### src/rtl/obi_master_pipelined.sv
// Pipelined OBI manager: controller command stream to the OBI A-channel, with in-order
// R-channel responses returned through a credit-bounded response FIFO.
module obi_master_pipelined #(
    parameter int ADDR_WIDTH      = 32,
    parameter int DATA_WIDTH      = 32,
    parameter int MAX_OUTSTANDING = 4
) (
    input  logic                                     clk_i,
    input  logic                                     reset_i,
    input  logic                                     req_i,
    output logic                                     gnt_o,
    input  logic                                     we_i,
    input  logic [DATA_WIDTH/8-1:0]                  be_i,
    input  logic [ADDR_WIDTH-1:0]                    addr_i,
    input  logic [DATA_WIDTH-1:0]                    wdata_i,
    output logic                                     rsp_valid_o,
    input  logic                                     rsp_ready_i,
    output logic [DATA_WIDTH-1:0]                    rsp_rdata_o,
    output logic                                     rsp_err_o,
    output logic                                     obi_req_o,
    input  logic                                     obi_gnt_i,
    output logic [ADDR_WIDTH-1:0]                    obi_addr_o,
    output logic                                     obi_we_o,
    output logic [DATA_WIDTH/8-1:0]                  obi_be_o,
    output logic [DATA_WIDTH-1:0]                    obi_wdata_o,
    input  logic                                     obi_rvalid_i,
    output logic                                     obi_rready_o,
    input  logic [DATA_WIDTH-1:0]                    obi_rdata_i,
    input  logic                                     obi_err_i,
    output logic [$clog2(MAX_OUTSTANDING+1)-1:0]     outstanding_o,
    output logic                                     proto_err_o
);
    localparam int CW = $clog2(MAX_OUTSTANDING + 1);
    localparam int PW = (MAX_OUTSTANDING > 1) ? $clog2(MAX_OUTSTANDING) : 1;

    typedef enum logic {IDLE, REQ} state_t;
    state_t state_q, state_d;

    logic          accept, issue, beat_ok, pop;
    logic [CW-1:0] iss_cnt, rsp_cnt;

    // per-issued-transaction write flag, consumed when its R beat arrives
    logic [MAX_OUTSTANDING-1:0] we_mem;
    logic [PW-1:0]              we_wptr, we_rptr;

    logic [MAX_OUTSTANDING-1:0][DATA_WIDTH-1:0] rdata_mem;
    logic [MAX_OUTSTANDING-1:0]                 err_mem;
    logic [PW-1:0]                              rsp_wptr, rsp_rptr;

    function automatic logic [PW-1:0] nxt(input logic [PW-1:0] p);
        return (p == PW'(MAX_OUTSTANDING - 1)) ? '0 : p + 1'b1;
    endfunction

    assign obi_req_o   = (state_q == REQ);
    assign gnt_o       = (outstanding_o < CW'(MAX_OUTSTANDING)) && (state_q == IDLE || obi_gnt_i);
    assign accept      = req_i && gnt_o;
    assign issue       = obi_req_o && obi_gnt_i;
    assign beat_ok     = obi_rvalid_i && (iss_cnt != '0);
    assign rsp_valid_o = (rsp_cnt != '0);
    assign pop         = rsp_valid_o && rsp_ready_i;
    assign rsp_rdata_o = rsp_valid_o ? rdata_mem[rsp_rptr] : '0;
    assign rsp_err_o   = rsp_valid_o && err_mem[rsp_rptr];

    always_comb begin
        state_d = state_q;
        case (state_q)
            IDLE: if (accept) state_d = REQ;
            REQ:  if (obi_gnt_i && !accept) state_d = IDLE;
            default: state_d = IDLE;
        endcase
    end

    always_ff @(posedge clk_i) begin
        if (reset_i) begin
            state_q       <= IDLE;
            obi_addr_o    <= '0;
            obi_we_o      <= 1'b0;
            obi_be_o      <= '0;
            obi_wdata_o   <= '0;
            obi_rready_o  <= 1'b0;
            proto_err_o   <= 1'b0;
            outstanding_o <= '0;
            iss_cnt       <= '0;
            rsp_cnt       <= '0;
            we_mem        <= '0;
            we_wptr       <= '0;
            we_rptr       <= '0;
            rsp_wptr      <= '0;
            rsp_rptr      <= '0;
            rdata_mem     <= '0;
            err_mem       <= '0;
        end else begin
            state_q      <= state_d;
            obi_rready_o <= 1'b1;
            if (accept) begin
                obi_addr_o  <= addr_i;
                obi_we_o    <= we_i;
                obi_be_o    <= be_i;
                obi_wdata_o <= wdata_i;
            end
            if (issue) begin
                we_mem[we_wptr] <= obi_we_o;
                we_wptr         <= nxt(we_wptr);
            end
            // a beat with nothing issued is dropped and flagged until reset
            if (obi_rvalid_i && iss_cnt == '0) proto_err_o <= 1'b1;
            if (beat_ok) begin
                rdata_mem[rsp_wptr] <= we_mem[we_rptr] ? '0 : obi_rdata_i;
                err_mem[rsp_wptr]   <= obi_err_i;
                rsp_wptr            <= nxt(rsp_wptr);
                we_rptr             <= nxt(we_rptr);
            end
            if (pop) rsp_rptr <= nxt(rsp_rptr);
            case ({issue, beat_ok})
                2'b10:   iss_cnt <= iss_cnt + 1'b1;
                2'b01:   iss_cnt <= iss_cnt - 1'b1;
                default: ;
            endcase
            case ({beat_ok, pop})
                2'b10:   rsp_cnt <= rsp_cnt + 1'b1;
                2'b01:   rsp_cnt <= rsp_cnt - 1'b1;
                default: ;
            endcase
            case ({accept, pop})
                2'b10:   outstanding_o <= outstanding_o + 1'b1;
                2'b01:   outstanding_o <= outstanding_o - 1'b1;
                default: ;
            endcase
        end
    end
endmodule

### config.mk
export PLATFORM = sky130hd
export DESIGN_NAME = obi_master_pipelined
export DESIGN_NICKNAME = d
export VERILOG_FILES = /design/src/rtl/obi_master_pipelined.sv
export SDC_FILE = /design/constraint.sdc
export NUM_CORES = 1
export LEC_CHECK = 0
export ABC_AREA = 1
export BUFFER_PORTS_ARGS = -buffer_cell sky130_fd_sc_hd__clkbuf_2
export CAP_MARGIN = 5
export CORE_UTILIZATION = 50
export CTS_BUF_LIST = sky130_fd_sc_hd__clkbuf_16
export DETAILED_ROUTE_END_ITERATION = 10
export GPL_ROUTABILITY_DRIVEN = 0
export PLACE_DENSITY_LB_ADDON = 0.15
export REMOVE_ABC_BUFFERS = 1
export SETUP_SLACK_MARGIN = 0.15
export SLEW_MARGIN = 5
export SYNTH_ARGS = -nofsm -noshare
export SYNTH_HDL_FRONTEND = slang
export SYNTH_SLANG_ARGS = --single-unit
### constraint.sdc
create_clock -name clk_i -period 4.25 [get_ports clk_i]
set_clock_uncertainty 0.15 [all_clocks]
set_input_delay 0.85 -clock clk_i [delete_from_list [all_inputs] [get_ports clk_i]]
set_output_delay 0.85 -clock clk_i [all_outputs]
set_load 0.01 [all_outputs]
# --- Word-level counts from Yosys, hierarchy flattened ---
# Index checks and enable logic that the tools add are counted.
totals:
  wordCells: 94
  regBits: 225
  input_bits: 108
  output_inout_bits: 110
classes:
  eq_ne: 10
  addsub: 10
  muxes: 28
  magnitude_cmp: 7
  bitwise: 1
  n_reduce_logical: 18
ops:
  columns: ["cell", "n"]
  rows:
  - ["$bwmux 128", 1]
  - ["$mux 32", 4]
  - ["$bmux 32 s2", 1]
  - ["$demux 32 s2", 1]
  - ["$pmux 3 s2", 3]
  - ["$eq 2x2->1 const B", 7]
  - ["$lt 2x3->1 const B", 4]
  - ["$logic_and 1x1->1", 10]
  - ["$add 3x1->3 const B", 3]
  - ["$sub 3x1->3 const B", 3]
  - ["$add 2x1->2 const B", 4]
  - ["$bwmux 4", 2]
  - ["$mux 2", 4]
  - ["$mux 1", 7]
  - ["$eq 2x1->1 const B", 3]
  - ["$reduce_bool 2->1", 3]
  - ["$reduce_bool 3->1", 2]
  - ["$bmux 1 s2", 2]
  - ["$demux 1 s2", 2]
  - ["$ge 2x1->1 const B", 2]
  - ["$logic_not 3->1", 1]
  - ["$lt 3x3->1 const B", 1]
  - ["$pmux 1 s2", 1]
  - ["$logic_not 1->1", 1]
  - ["other kinds (2)", 2]

# --- Depth between registers and ports, before layout ---
depth:
  depth_word: 8
  mapped_depth: 12
  mapped_depth_nobuf: 12

# --- Worst setup path after synthesis ---
# OpenSTA, ideal clock, no wires.
synth_timing:
  path_type: "input to register"
  from: "input obi_gnt_i"
  to: "register outstanding_o[2]"
  t_arrival_ps: 2178
  n_path_buf: 1
  setup_slack_ps: 1802
  setup_time_ps: 119
  required_ps: 3981
  stages: 11
  path_cell_list: "inv_1 > nand2_1 > nand3_2 > buf_2 > ha_1 > inv_1 > fa_1 > nand2_1 > nand3_1 > o21ai_0 > a21oi_1"
synth_between:
  elab_chain_cells: 5
  elab_cells_between_ends: 7
  classes_between: "eq/ne (2); mux (1); reduce/logical (4)"
synth_lines:
  columns: ["item", "line_no", "text"]
  rows:
  - ["start, declared", "21", "input logic obi_gnt_i,"]
  - ["$logic_or 1x1->1 *", "55", "assign gnt_o = (outstanding_o < CW'(MAX_OUTSTANDING)) && (state_q == IDLE || obi_gnt_i);"]
  - ["$logic_and 1x1->1 *", "55", null]
  - ["$logic_and 1x1->1 *", "56", "assign accept = req_i && gnt_o;"]
  - ["$eq 2x1->1 or $eq 2x2->1 (tied branches)", "124", "case ({accept, pop})"]
  - ["$pmux 3 s2 or $reduce_bool 2->1 (tied branches)", null, null]
  - ["end signal, assigned", "125", "2'b10: outstanding_o <= outstanding_o + 1'b1;"]
  - ["end signal, assigned", "126", "2'b01: outstanding_o <= outstanding_o - 1'b1;"]
  - ["end, declared", "30", "output logic [$clog2(MAX_OUTSTANDING+1)-1:0] outstanding_o,"]
# Mark *: on every way between the ends. The rest lies on a longest branch, timed or not.
# A chain may end at the register's enable or synchronous reset.

# --- Final worst setup path ---
layout_timing:
  from: "register rsp_rptr[1]"
  to: "output rsp_rdata_o[23]"
layout_between:
  elab_chain_cells: 3
layout_lines:
  columns: ["item", "line_no", "text"]
  rows:
  - ["start, declared", "48", "logic [PW-1:0] rsp_wptr, rsp_rptr;"]
  - ["start signal, assigned", "113", "if (pop) rsp_rptr <= nxt(rsp_rptr);"]
  - ["$bmux 32 s2", "61", "assign rsp_rdata_o = rsp_valid_o ? rdata_mem[rsp_rptr] : '0;"]
  - ["$mux 32 (not written as such)", "61", null]
  - ["$mux 32", "61", null]
  - ["end, declared", "18", "output logic [DATA_WIDTH-1:0] rsp_rdata_o,"]
# Every way passes these cells. The select of a mux whose other input is x is not followed.

==> results.md <==
* Max-cap viol count at 0
* Vias in the first global route at 8,368
* Period utilization at 83.4%
* First-pass GRT wire length at 41.5 mm
* Die height at between 100 and 150 microns
* WS Path Type: reg2out
* Crit start category: register
* Sequential share of the synthesized area at between 40% and 50%
* Largest net degree at the start of global routing at 82
* Logic gate share of total power at 34.7%
* Most common cell after layout, fill and taps aside: nand2_1
* Critical path endpoint category: output pin
* Slew Viols, Final at 0
* Clock-pin slew on the worst setup and hold paths at 0.06 ns
* CTS Hold Bufs at 0
* Sw frac at a little under two fifths
* Vias/cell at ~5.0
* Clk root buf: clkbuf_16
* Post-CTS setup buffers at 0
* 1st-iter DRT viols at 393
* Initial core utilization at 51.3%
* Setup Viol. Count Final at 0
* Routed WL per cell at 13.9 microns
* TritonCTS Buffers at 25
* Layout cells sized above 1 at 17.7%
* DPL Wire Length at 15.7 mm
* Slew @ Worst Pin at 1.13 ns
* Max H-tree Level at 1
* Hold WC Path Type: reg2reg
* Final WL at 26.0 mm
* Total Nets Final at 1,711
* Final TNS setup at 0 ns
* Leakage power at 5.54 nW
* 1st-pass router iterations at 5
* CP max FO at 34
* Critical-path top delay cell: dfxtp_2
* Peak supply drop at 0.305 mV
* Internal power at 4.48 mW
* Yosys reg bits at 225
* Yosys warns at 0
* Clock Sinks at 225
* CTS tree: yes
* P_sw at 2.71 mW
* Via count at ~9,400
* Antenna violations before repair at 1
* Power per standard cell area at 612 mW/mm^2
* CP arrival at 2.55 ns
* CTS max path bufs at 3
* Maximum operating frequency at roughly 280 MHz
* Full die area at 0.0206 sq mm
* Crit-path max cell delay at 0.45 ns
* Mapped Area at about 0.01 sq mm
* Status: complete, no violations
* IO Pins at 218
* Worst-path cell chain: buf_4 -> inv_2 -> a21oi_1 -> o21ai_1 -> a21oi_1 -> clkbuf_2
* Die span in x at 143 microns
* Cell variety after synth at 20
* Mapped Avg Cell Area at 6.98 sq um
* Worst Path Required at 3.25 ns
* GRT overflow at 0
* Worst-skew pair later-pin latency at 0.52 ns
* Commonest non-fill, non-tap cells in the layout: nand2_1, a21oi_1, dfxtp_1
* Most used cell, CP: a21oi_1
* CTS-repair resized insts at 0
* Total GRT Usage at 24.8%
* Core area at 0.0195 sq mm
* Final ANT Viol Nets at 0
* Yosys top cell area share at 45.0%
* Final hold viol count at 0
* Area Overhead vs Synth at 17.4%
* Clock group share of total power at 28.5%
* Synth area leaders: dfxtp_1, nand2_1, a21oi_1
* DRC Markers at 0
* Power share of the sequential group at 36.8%
* Final min period at ~3.5 ns
* Rel. slew slack at 24.6%
* Dominant cell type by area after synthesis: dfxtp_1
* RSZ-0062 raised after global routing: no
* Rows at between 50 and 60
* IO Port Bufs at 217
* Synth Instances at ~1,400
* Hold_ws at 0.300 ns
==> power groups by stage <==
stage,clock network (mW),registers (mW),logic [mW]
floorplan,0,2.75,1.57
global placement,0,2.68,2.47
detailed placement,0,2.69,2.50
CTS,2.09,2.65,2.51
global route,2.17,2.69,2.84
finish,2.05,2.65,2.49
==> logic make-up (layout without fill, tap and decap cells) <==
| group | Yosys count | in the layout | share of synthesized area [%] |
|---|---|---|---|
| AO/OA/AOI/OAI | 403 | 403 | 20.2 |
| adder cells (fa/ha/maj) | 16 | 16 | 2.23 |
| buffers and inverters | 241 | 413 | 11.0 |
| flip-flops | 225 | 225 | 45.0 |
| other | 0 | 1 | 0 |
| AND/OR/NAND/NOR | 549 | 549 | 21.6 |
==> stage by stage <==
stage | instances | power, mW | area, sq um | worst slack, ns | utilization (%)
after floorplan | 1329 | 4.32 | 9410 | 0.716 | -
after global placement | 1825 | 5.14 | 11000 | 0.998 | 56.2
after detailed placement | 1825 | 5.19 | 11000 | 0.923 | 56.2
after CTS | 1871 | 7.25 | 11700 | 0.678 | 60.1
after global routing | 1871 | 7.70 | 11700 | 0.543 | 60.1
final | 1872 | 7.19 | 11700 | 0.704 | 60.2
==> state kept, by name, summed over array words and instances (netlist names) <==
name / count
obi_wdata_o: 32
obi_rready_o: 1
obi_addr_o: 32
obi_we_o: 1
we_mem: 4
outstanding_o: 3
rsp_rptr: 2
obi_be_o: 4
iss_cnt: 3
rsp_wptr: 2
proto_err_o: 1
obi_req_o: 1
rsp_cnt: 3
err_mem: 4
rdata_mem: 128
we_rptr: 2
we_wptr: 2
==> synthesized netlist by cell type <==
master,number
nand2_1,391
a21oi_1,286
dfxtp_1,225
inv_1,129
nor2_1,107
o21ai_0,81
nand3_1,44
clkbuf_1,42
o21ai_1,36
buf_2,31
buf_6,17
ha_1,13
buf_4,8
inv_2,7
buf_1,4
nand3_2,4
clkbuf_2,3
fa_1,3
nand4_1,2
nand3_4,1
==> layer usage <==
layer	GRT usage (%)	wire length, microns
met5	0	14
met4	5.99	420
met3	6.56	2010
met2	42.7	12400
met1	30.8	11100
==> cell type report <==
cell class / instances / area [sq um]
fillers: 1926 / 7780
flip-flops and latches: 225 / 4510
multi-input cells: 968 / 4410
repair buffers: 231 / 1200
clock buffers: 25 / 626
inverters: 136 / 513
well taps: 265 / 332
clock inverters: 21 / 151
diodes: 1 / 2.50
==> worst max-delay path: cells and delay by family (launching register included) <==
kind | cells | cell delay (ns)
buffers and inverters | 3 | 1.01
AO/OA/AOI/OAI | 3 | 0.55
flip-flops | 1 | 0.45
==> path summary, 6_finish.rpt <==
kind	start	endpoint	slack [ns]	cells past startpoint
worst max register to register	outstanding_o[2]	obi_addr_o[13]	1.55	6
worst max-delay path	rsp_rptr[1]	rsp_rdata_o[23]	0.70	6
worst min-delay path	proto_err_o	proto_err_o	0.30	2
worst min register to register	proto_err_o	proto_err_o	0.30	2
(Power assumes the default switching activity.)
